## config.mk

```make
export PLATFORM = sky130hd
export DESIGN_NAME = uart_rx_drain_ctrl
export DESIGN_NICKNAME = d
export VERILOG_FILES = /design/src/rtl/uart_pkg.sv /design/src/rtl/uart_dwell_timer.sv /design/src/rtl/uart_rx_drain_ctrl.sv
export SDC_FILE = /design/constraint.sdc
export NUM_CORES = 1
export LEC_CHECK = 0
export ABC_AREA = 1
export BUFFER_PORTS_ARGS = -buffer_cell sky130_fd_sc_hd__buf_2
export CAP_MARGIN = 30
export CORE_AREA = 2 2 76 71
export CTS_CLUSTER_DIAMETER = 30
export DETAILED_ROUTE_END_ITERATION = 10
export DIE_AREA = 0 0 78 73
export HOLD_SLACK_MARGIN = 0.02
export PLACE_DENSITY_LB_ADDON = 0.1
export RECOVER_POWER = 25
export SETUP_SLACK_MARGIN = 0.02
export SKIP_LAST_GASP = 1
export SYNTH_ARGS = -nofsm -noshare
export SYNTH_HDL_FRONTEND = slang
export SYNTH_HIERARCHICAL = 1
export SYNTH_SLANG_ARGS = --single-unit
```

## constraint.sdc

```tcl
create_clock -name CLK -period 1.84 [get_ports CLK]
set_input_delay 0.092 -clock CLK [delete_from_list [all_inputs] [get_ports CLK]]
set_output_delay 0.092 -clock CLK [all_outputs]
set_load 0.01 [all_outputs]
```

## src/rtl/uart_pkg.sv

```systemverilog
// Shared definitions for the UART receive path: drain FSM state encoding and
// board-level constants.
package uart_pkg;

    localparam int LP_SYS_CLK_hz = 500_000_000;
    localparam int LP_WIDTH      = 8;

    typedef enum logic [1:0] {
        S_RECOVER = 2'd0,
        S_IDLE    = 2'd1,
        S_POP     = 2'd2,
        S_LATCH   = 2'd3
    } drain_state_e;

endpackage

```

## src/rtl/uart_dwell_timer.sv

```systemverilog
// Saturating dwell counter: counts up from 0 after restart and holds at
// P_DWELL_CYCLES-1, where done is raised.
module uart_dwell_timer #(
    parameter int P_DWELL_CYCLES = 50_000_000
) (
    input  logic CLK,
    input  logic reset,
    input  logic restart,
    output logic done
);

    localparam int              LP_CW   = $clog2(P_DWELL_CYCLES);
    localparam logic [LP_CW-1:0] LP_LAST = LP_CW'(P_DWELL_CYCLES - 1);

    logic [LP_CW-1:0] cnt_q, cnt_d;

    always_comb begin
        cnt_d = cnt_q;
        if (restart)
            cnt_d = '0;
        else if (cnt_q != LP_LAST)
            cnt_d = cnt_q + 1'b1;
    end

    always_ff @(posedge CLK) begin
        if (reset)
            cnt_q <= '0;
        else
            cnt_q <= cnt_d;
    end

    assign done = (cnt_q == LP_LAST);

endmodule

```

## src/rtl/uart_rx_drain_ctrl.sv

```systemverilog
// Drains the UART RX FIFO onto a two-digit hex display (manual step or
// auto-advance) and sequences receiver reset at start-up and after errors.
module uart_rx_drain_ctrl
    import uart_pkg::*;
#(
    parameter int P_WIDTH         = LP_WIDTH,
    parameter int P_DWELL_CYCLES  = 50_000_000,
    parameter int P_RX_RST_CYCLES = 4,
    parameter int P_ERR_CNT_BITS  = 8
) (
    input  logic                      CLK,
    input  logic                      reset,
    input  logic                      fifo_empty,
    input  logic                      fifo_full,
    input  logic [P_WIDTH-1:0]        fifo_dout,
    input  logic                      rx_error,
    input  logic                      step,
    input  logic                      auto_mode,
    output logic                      rd_en,
    output logic                      rx_reset,
    output logic [P_WIDTH/2-1:0]      disp_msd,
    output logic [P_WIDTH/2-1:0]      disp_lsd,
    output logic                      disp_valid,
    output logic                      overflow,
    output logic [P_ERR_CNT_BITS-1:0] err_count
);

    localparam int               LP_HW   = P_WIDTH / 2;
    localparam int               LP_RCW  = $clog2(P_RX_RST_CYCLES + 1);
    localparam logic [LP_RCW-1:0] LP_RLAST = LP_RCW'(P_RX_RST_CYCLES);

    drain_state_e              state_q, state_d;
    logic [LP_RCW-1:0]         rcnt_q, rcnt_d;
    logic                      step_pend_q, step_pend_d;
    logic [P_ERR_CNT_BITS-1:0] err_q, err_d;
    logic                      ovf_q, ovf_d;
    logic [LP_HW-1:0]          msd_q, msd_d, lsd_q, lsd_d;
    logic                      dv_q, dv_d;
    logic                      rd_en_q, rx_reset_q;
    logic                      latch, advance, dwell_done;

    uart_dwell_timer #(.P_DWELL_CYCLES(P_DWELL_CYCLES)) u_dwell (
        .CLK     (CLK),
        .reset   (reset),
        .restart (latch),
        .done    (dwell_done)
    );

    assign advance = auto_mode ? (!dv_q || dwell_done) : step_pend_q;

    always_comb begin
        state_d     = state_q;
        rcnt_d      = rcnt_q;
        step_pend_d = step_pend_q | step;
        err_d       = err_q;
        ovf_d       = ovf_q | fifo_full;
        msd_d       = msd_q;
        lsd_d       = lsd_q;
        dv_d        = dv_q;
        latch       = 1'b0;

        case (state_q)
            S_RECOVER: begin
                if (rcnt_q == LP_RLAST)
                    state_d = S_IDLE;
                else
                    rcnt_d = rcnt_q + 1'b1;
            end
            S_IDLE:  if (advance && !fifo_empty) state_d = S_POP;
            S_POP:   state_d = S_LATCH;
            S_LATCH: begin
                latch   = 1'b1;
                state_d = S_IDLE;
            end
            default: state_d = S_RECOVER;
        endcase

        // An error abandons any read in flight; the counter starts at 1 so the
        // recovery pulse is the same length as the one after reset.
        if (state_q != S_RECOVER && rx_error) begin
            state_d = S_RECOVER;
            rcnt_d  = LP_RCW'(1);
            latch   = 1'b0;
            if (err_q != '1)
                err_d = err_q + 1'b1;
        end

        if (latch) begin
            {msd_d, lsd_d} = fifo_dout;
            dv_d           = 1'b1;
            step_pend_d    = step;
        end
    end

    always_ff @(posedge CLK) begin
        if (reset) begin
            state_q     <= S_RECOVER;
            rcnt_q      <= '0;
            step_pend_q <= 1'b0;
            err_q       <= '0;
            ovf_q       <= 1'b0;
            msd_q       <= '0;
            lsd_q       <= '0;
            dv_q        <= 1'b0;
            rd_en_q     <= 1'b0;
            rx_reset_q  <= 1'b0;
        end else begin
            state_q     <= state_d;
            rcnt_q      <= rcnt_d;
            step_pend_q <= step_pend_d;
            err_q       <= err_d;
            ovf_q       <= ovf_d;
            msd_q       <= msd_d;
            lsd_q       <= lsd_d;
            dv_q        <= dv_d;
            rd_en_q     <= (state_d == S_POP);
            rx_reset_q  <= (state_d == S_RECOVER);
        end
    end

    assign rd_en      = rd_en_q;
    assign rx_reset   = rx_reset_q;
    assign disp_msd   = msd_q;
    assign disp_lsd   = lsd_q;
    assign disp_valid = dv_q;
    assign overflow   = ovf_q;
    assign err_count  = err_q;

endmodule

```

Word level (Yosys, flattened, before mapping)
Index checks and enable logic that the tools add are counted.
W data, S select, Z words.
{"block": "word_totals", "register_bits": 52, "latchBits": 0, "ramBits": 0, "rom_bits": 0, "in_bits": 15, "elab_cells": 52, "memories": 0}
{"block": "op_classes", "addsub": 3, "multipliers": 0, "div_mod_pow": 0, "n_lt_le_gt_ge": 0, "n_eq_ne": 9, "n_shift": 0, "mux": 11, "bitwise": 3, "reduce_logical": 14}
{"cell": "$add A26 B1 Y26 const B", "n": 1}
{"cell": "$eq A26 B26 Y1 const B", "n": 1}
{"cell": "$ne A26 B26 Y1 const B", "n": 1}
{"cell": "$add A8 B1 Y8 const B", "n": 1}
{"cell": "$ne A8 B8 Y1 const B", "n": 1}
{"cell": "$pmux W2 S4", "n": 1}
{"cell": "$mux W1", "n": 7}
{"cell": "$eq A2 B2 Y1 const B", "n": 3}
{"cell": "$mux W2", "n": 3}
{"cell": "$reduce_and A2 Y1", "n": 3}
{"cell": "$logic_not A2 Y1", "n": 2}
{"cell": "$reduce_bool A2 Y1", "n": 2}
{"cell": "$reduce_or A2 Y1", "n": 2}
{"cell": "$add A3 B1 Y3 const B", "n": 1}
{"cell": "$eq A3 B3 Y1 const B", "n": 1}
{"cell": "$eq A2 B1 Y1 const B", "n": 1}
{"cell": "$logic_and A1 B1 Y1", "n": 2}
{"cell": "$logic_not A1 Y1", "n": 2}
{"cell": "$ne A2 B1 Y1 const B", "n": 1}
{"cell": "$or A1 B1 Y1", "n": 2}
{"cell": "$logic_or A1 B1 Y1", "n": 1}
{"cell": "$not A1 Y1", "n": 1}

Longest topological paths before layout
Gate-level depths: netlist (run 1).
{"block": "depth", "depth_word": 8, "ltp_mapped": 11, "mapped_depth_nobuf": 11}

Modules after synthesis
The synthesis (run 1) kept the hierarchy.
{"module": "uart_dwell_timer", "instances": 1, "cells_per_inst": 256, "area_each_um2": 1591.5, "seq_area_each_um2": 520.5}
{"module": "uart_rx_drain_ctrl", "instances": 1, "cells_per_inst": 160, "area_each_um2": 1182.4, "seq_area_each_um2": 520.5}

Least setup slack after synthesis (run 1)
No wires, ideal clock.
{"block": "synth_path", "kind": "register -> register", "start": "register u_dwell.cnt_q[1]", "end": "register state_q[1]", "setup_time_ns": 0.065, "arrival_ns": 1.477, "required_ns": 1.775, "setup_slack_ns": 0.298, "stages_incl_launch_ff": 11, "path_cell_list": "dfxtp_1 ha_1 nand3_2 nor2_2 nand2_1 nor2_2 nand3b_1 nand3_1 o21ai_0 nand2_1 nor2_1"}
{"block": "synth_between", "elab_chain_cells": 7}
{"element": "from (decl)", "line": "uart_dwell_timer.sv:15", "source": "logic [LP_CW-1:0] cnt_q, cnt_d;"}
{"element": "from (signal assigned)", "line": "uart_dwell_timer.sv:29", "source": "cnt_q <= cnt_d;"}
{"element": "$eq A26 B26 Y1", "line": "uart_dwell_timer.sv:32", "source": "assign done = (cnt_q == LP_LAST);"}
{"element": "net dwell_done", "line": "uart_rx_drain_ctrl.sv:40", "source": "logic latch, advance, dwell_done;"}
{"element": "$logic_or A1 B1 Y1", "line": "uart_rx_drain_ctrl.sv:49", "source": "assign advance = auto_mode ? (!dv_q || dwell_done) : step_pend_q;"}
{"element": "$mux W1", "line": "uart_rx_drain_ctrl.sv:49"}
{"element": "$logic_and A1 B1 Y1", "line": "uart_rx_drain_ctrl.sv:69", "source": "S_IDLE: if (advance && !fifo_empty) state_d = S_POP;"}
{"element": "$mux W2", "line": "uart_rx_drain_ctrl.sv:69"}
{"element": "$pmux W2 S4", "line": "uart_rx_drain_ctrl.sv:62", "source": "case (state_q)"}
{"element": "$mux W2", "line": "uart_rx_drain_ctrl.sv:80", "source": "if (state_q != S_RECOVER && rx_error) begin"}
{"element": "to (signal assigned)", "line": "uart_rx_drain_ctrl.sv:108", "source": "state_q <= state_d;"}
{"element": "to (decl)", "line": "uart_rx_drain_ctrl.sv:32", "source": "drain_state_e state_q, state_d;"}
The timed path passes the listed nets, and every way through them passes these cells.
A chain may end at the register's enable or synchronous reset.

Final worst setup path (run 1)
{"block": "layout_path", "start": "register u_dwell.cnt_q[0]", "end": "register rd_en_q, in the netlist rd_en"}
{"block": "layout_between", "elab_chain_cells": 8}
{"element": "$eq A26 B26 Y1", "line": "uart_dwell_timer.sv:32"}
{"element": "net dwell_done", "line": "uart_rx_drain_ctrl.sv:40"}
{"element": "$logic_or A1 B1 Y1", "line": "uart_rx_drain_ctrl.sv:49"}
{"element": "$mux W1", "line": "uart_rx_drain_ctrl.sv:49"}
{"element": "$logic_and A1 B1 Y1", "line": "uart_rx_drain_ctrl.sv:69"}
{"element": "$mux W2", "line": "uart_rx_drain_ctrl.sv:69"}
{"element": "$pmux W2 S4", "line": "uart_rx_drain_ctrl.sv:62"}
{"element": "$mux W2", "line": "uart_rx_drain_ctrl.sv:80"}
{"element": "$eq A2 B2 Y1", "line": "uart_rx_drain_ctrl.sv:116", "source": "rd_en_q <= (state_d == S_POP);"}
{"element": "to (signal assigned)", "line": "uart_rx_drain_ctrl.sv:116"}
{"element": "to (decl)", "line": "uart_rx_drain_ctrl.sv:39", "source": "logic rd_en_q, rx_reset_q;"}
The timed path passes the listed nets, and every way through them passes these cells.

==> results.toml, run 1 <==
[yosys]
synth_top_cell_area_share = 0.375
synth_top_cell_by_area = "dfxtp_1"
async_reset_ff_frac = 0
synth_nets = 435
avgSynthCellArea_sq_um = 6.67
synth_seq_area_share = 0.375
syn-cell-area_sq_mm = 0.00277
yosys_warnings = 6
yosysUniqueCellTypes = 34
synth-edff-count = 0
synthFlopType = "dfxtp_1"
synth_seq_cells = 52
synth_area_leaders = "dfxtp_1 (38%), nand2_1 (14%), nor2_1 (13%), inv_1 (5.8%), nand3_1 (3.6%)"
netlist_instances = 416

[worst_setup_path]
critical_path_class = "reg2reg"
crit_required_ns = 2.09
cp.depth = 10
r2r_start = "u_dwell/cnt_q[0]"
crit_family = "simple AND/OR/NAND/NOR gates"
end_kind = "flip-flop"
slowest_delay_ns = 0.38
crit_start = "u_dwell/cnt_q[0]"
crit_fanout = 3
reg2reg_depth = 10
cp_cell_sequence = "ha_2 -> nand3_2 -> nor2_2 -> nand2_1 -> nor2_2 -> nand3b_1 -> nand3_1 -> o21ai_0 -> nand2_1 -> nor2_1"
arrival_ns = 1.89
critical_path.endpoint = "rd_en"
crit_slowest_cell = "dfxtp_1"
cp.buffers_inverters = 0
worstSetupStartpointType = "flip-flop"
worst_r2r_endpoint = "rd_en"
reg2reg_slack_ns = 0.20

[sta]
fmax_ghz = 0.608
worst_pin_slew_ns = 0.541
rsz0062_at_grt = "no"
setup_viol = 0
hold_viol_final = 0
fin_skew_ns = 0.00847
timing.final.crit_period_ns = 1.64
relSlewSlack = 0.639
fin_crit_sh = 0.893
tns_ns = 0
slew_violations = 0

[pwr]
cellLeakagePower_nw = 1.28
power.density_mw_per_mm2 = 683
max-vdd-ir-drop_uv = 515

[clock_tree]
cts_sinks = 52
clk_latency_ns = 0.30
clock_path_buffers = 2
root_buffer = "clkbuf_8"
numCtsBuffers = 5
cts_tree = "yes"
path_clk_slew_ns = 0.10
htree_num_levels = 2
cts_setup_buffers = 0

[detailed_routing]
vias = 2656
wl_per_cell_um = 11.7
vias_per_cell = 4.98
dr.pass1.iters = 4
drc_errors = 0
final_antenna_net_count = 0
routed_wl_um = 6220
drt-initial-drc-count = 138

[floorplanning]
rows = 25
dieArea_sq_mm = 0.00569
die_h_um = 73
core-area_sq_mm = 0.00500
io_pins = 35
initial_core_util = 0.554
die_w_um = 78

[layout]
final_cells = 533
area_growth_pct = 15.5
mostFrequentLayoutCells = "nand2_1 (100), nor2_1 (97), dfxtp_1 (51)"
layout-drive-gt1-share = 0.139
final_common_cell = "nand2_1"
n_antenna_cell = 0
finalNetCount = 485
fill_cells = 486
fin_area_sq_mm = 0.00320

[placement]
placed_area_sq_mm = 0.00303
post-dp-hpwl_um = 4600
place_inst = 516
place_congestion = 0.928
io_buffers = 34

[hold_path]
hold_path_class = "in2reg"

[status]
status = "finished clean"

[global_routing]
track_usage = 0.239
antenna_found_initial = 0
grt_pass1_vias = 2410
grt_max_degree = 16
grt_pass1_wl_um = 10700
grt-ovfl-total = 0

[run]
max_cap_violations = 0
cells in the mapped netlist (4+ instances only):
cell type  instances
nand3_2            4
nand3_1           20
nor2_2            10
nand4_1           11
inv_1             43
a21oi_1           18
nand2_1          100
nor2_1            97
ha_1               4
dfxtp_1           52
nor2_4             5
nand2_2            6
o21ai_0           13
xor2_1             6
stage by stage:
stage / total power [mW] / hold slack [ns] / setup WS, ns / utilization
2_1_floorplan: 1.45 / 0.161 / 0.298 / -
3_3_place_gp: 1.51 / 0.294 / 0.233 / 0.605
3_5_place_dp: 1.52 / 0.311 / 0.157 / 0.605
4_1_cts: 2.22 / 0.119 / 0.125 / 0.644
5_1_grt: 2.31 / 0.123 / 0.0327 / 0.640
6_report: 2.19 / 0.124 / 0.196 / 0.640
area by class of cell:
| type | count | area, sq um | share of cell area |
|---|---|---|---|
| tap | 67 | 83.8 | 0.0262 |
| clock inverter | 1 | 8.76 | 0.00273 |
| timing repair buffer | 51 | 302 | 0.0941 |
| sequential | 52 | 1040 | 0.325 |
| clock buffer | 6 | 82.6 | 0.0258 |
| inverter | 46 | 173 | 0.0539 |
| multi-input combinational | 310 | 1510 | 0.472 |
power by group:
group	internal, mW	leakage, nW	total [mW]	switching (mW)
clock	0.301	0.0473	0.676	0.375
combinational	0.120	0.810	0.295	0.175
sequential	1.18	0.421	1.22	0.0429
logic make-up (layout without fill, tap and decap cells):
group,after synthesis,in the layout,synth area share
adder cells (fa/ha/maj),4,4,0.0180
AND/OR/NAND/NOR,261,261,0.428
AO/OA/AOI/OAI,36,36,0.0695
buffers and inverters,54,104,0.0807
flip-flops,52,52,0.375
XOR/XNOR,9,9,0.0284
sequential cells by signal (all words and copies together), names as in the netlist:
signal         flops
rcnt_q             3
step_pend_q        1
disp_msd           4
err_count          8
state_q            2
disp_lsd           4
rx_reset           1
u_dwell/cnt_q     26
disp_valid         1
rd_en              1
overflow           1
metal layers:
metal / track usage / vias up / wire, um
met2: 0.374 / 63 / 2740
met1: 0.333 / 1189 / 3100
li1: - / 1400 / -
met4: 0.0663 / 0 / 60
met5: 0 / - / 0
met3: 0.0569 / 4 / 318
worst min path at each step:
stage	start	end	slack (ns)	cells after the start
2_1_floorplan	reset	rcnt_q[0]	0.16	1
4_1_cts	reset	rx_reset	0.12	2
5_1_grt	reset	rx_reset	0.12	2
3_5_place_dp	fifo_full	overflow	0.31	3
3_3_place_gp	step	step_pend_q	0.29	3
6_report	reset	state_q[1]	0.12	2
timing repair:
action                                  CTS  global route
endpoints found under the setup margin    0             2
hold endpoints to repair                 10             0
hold buffers                             10             0
gates resized for setup                   0             2
Note: power is estimated with default switching activity, not from simulation.
==> run 2: changes to the inputs <==
BUFFER_PORTS_ARGS = -buffer_cell sky130_fd_sc_hd__buf_4   (was -buffer_cell sky130_fd_sc_hd__buf_2)
CORE_AREA = 4 4 78 73   (was 2 2 76 71)
DIE_AREA = 0 0 82 77   (was 0 0 78 73)
RECOVER_POWER = unset   (was 25)
==> run 2 against run 1 <==
  * Worst hold slack lost 0.070 ns
  * Sequential cell count is the same
  * Largest power group unchanged
  * Total power is 5.3% higher
  * Global-route usage down 2.1 points
  * Wire length grew 2.6%
  * Combinational power rose by 5%
  * Die area grew 11%
  * Count of clock-buffer cells in the layout unchanged
  * Maximum frequency shrank 4.0%
  * Non-clock buffer count fell by 4
  * Critical path depth unchanged
==> results.toml, run 2 (synthesized netlist as in run 1, its figures left out) <==
[status]
status = "finished clean"

[sta]
slew_violations = 0
worst_pin_slew_ns = 0.543
rsz0062_at_grt = "no"
fin_skew_ns = 0.00779
fin_crit_sh = 0.930
fin_hold_ws_ns = 0.0549
hold_viol_final = 0
setup_viol = 0
fmax_ghz = 0.584
timing.final.crit_period_ns = 1.71
relSlewSlack = 0.638

[detailed_routing]
dr.pass1.iters = 5
drc_errors = 0
drt-initial-drc-count = 144
final_antenna_net_count = 0
vias_per_cell = 5.02
vias = 2652
wl_per_cell_um = 12.1
routed_wl_um = 6390

[placement]
post-dp-hpwl_um = 4660
placed_area_sq_mm = 0.00308
place_congestion = 0.941
io_buffers = 34
place_inst = 510

[worst_setup_path]
slowest_delay_ns = 0.37
reg2reg_depth = 10
worstSetupStartpointType = "flip-flop"
cp_cell_sequence = "ha_2 -> nand3_2 -> nor2_4 -> nand2_1 -> nor2_2 -> nand3b_1 -> nand3_1 -> o21ai_0 -> nand2_1 -> nor2_1"
critical_path_class = "reg2reg"
worst_r2r_endpoint = "rd_en"
crit_top_cell = "nand2_1"
arrival_ns = 1.95
reg2reg_slack_ns = 0.13
crit_fanout = 4
crit_slowest_cell = "dfxtp_2"
crit_required_ns = 2.08
r2r_start = "u_dwell/cnt_q[1]"
crit_start = "u_dwell/cnt_q[1]"
end_kind = "flip-flop"

[clock_tree]
path_clk_slew_ns = 0.09
clock_path_buffers = 2
htree_num_levels = 2
root_buffer = "clkbuf_8"
cts_sinks = 52
numCtsBuffers = 5
clk_latency_ns = 0.30
cts_setup_buffers = 0
cts_tree = "yes"

[hold_path]
min-delay-start = "reset"
hold_path_class = "in2reg"
whs_path_depth = 2
min_delay_worst_endpoint = "state_q[0]"

[pwr]
power.density_mw_per_mm2 = 698
cellLeakagePower_nw = 1.35
max-vdd-ir-drop_uv = 636

[global_routing]
antenna_found_initial = 0
grt-ovfl-total = 0
grt_pass1_wl_um = 11100
grt_pass1_vias = 2479
track_usage = 0.218
grt_max_degree = 16

[layout]
mostFrequentLayoutCells = "nand2_1 (100), nor2_1 (96), dfxtp_1 (50)"
fin_area_sq_mm = 0.00330
n_antenna_cell = 0
final_cells = 528
area_growth_pct = 19.0
final_common_cell = "nand2_1"
largest_register_ffs = 26
finalNetCount = 481
layout-drive-gt1-share = 0.173
largest-register = "u_dwell/cnt_q"
utilization = 0.687

[floorplanning]
io_pins = 35
die_h_um = 77
die_w_um = 82
rows = 24
initial_core_util = 0.577
dieArea_sq_mm = 0.00631
core-area_sq_mm = 0.00480

[run]
max_cap_violations = 0
## run 2: what timing repair did
| action | in CTS | in global routing |
|---|---|---|
| endpoints found under the setup margin | 15 | 2 |
| hold buffers | 10 | 0 |
| hold endpoints to repair | 10 | 0 |
| resized for setup | 1 | 4 |
## run 2: routing by layer
layer	vias up	part of all wire	GRT usage
met4	0	0.014	0.0565
met5	-	0	0
li1	1394	-	-
met2	74	0.43	0.342
met1	1175	0.49	0.300
met3	9	0.064	0.0468
## run 2: how the worst max path moves through the flow
stage | end | depth (start not counted)
6_report | rd_en | 10
3_3_place_gp | u_dwell/cnt_q[10] | 5
3_5_place_dp | u_dwell/cnt_q[2] | 5
4_1_cts | rd_en | 10
2_1_floorplan | state_q[1] | 10
5_1_grt | rd_en | 11
## run 2: power by group
part | switching (mW) | internal, mW | total [mW] | leakage [nW]
registers | 0.0432 | 1.18 | 1.22 | 0.422
logic | 0.174 | 0.135 | 0.309 | 0.873
clock network | 0.373 | 0.404 | 0.777 | 0.0552
## run 2: through the flow
stage	total power [mW]	setup slack (ns)	TNS [ns]
2_1_floorplan	1.45	0.298	0
3_3_place_gp	1.52	-0.0134	-0.0134
4_1_cts	2.31	0.0365	0
3_5_place_dp	1.53	-0.137	-1.23
5_1_grt	2.42	0.0229	0
6_report	2.31	0.128	0
## run 2: worst max-delay path: cells and delay by family (launching register included)
family	cells	cell delay (ns)
compound gates	1	0.09
fa+ha+maj	1	0.22
flops	1	0.37
simple gates	8	0.97
## run 2: layout make-up
type,count,area (sq um)
inverters,46,173
flip-flops and latches,52,1040
repair buffers,47,378
fillers,413,1500
clock inverters,2,35.0
well taps,65,81.3
clock buffers,6,72.6
multi-input cells,310,1520
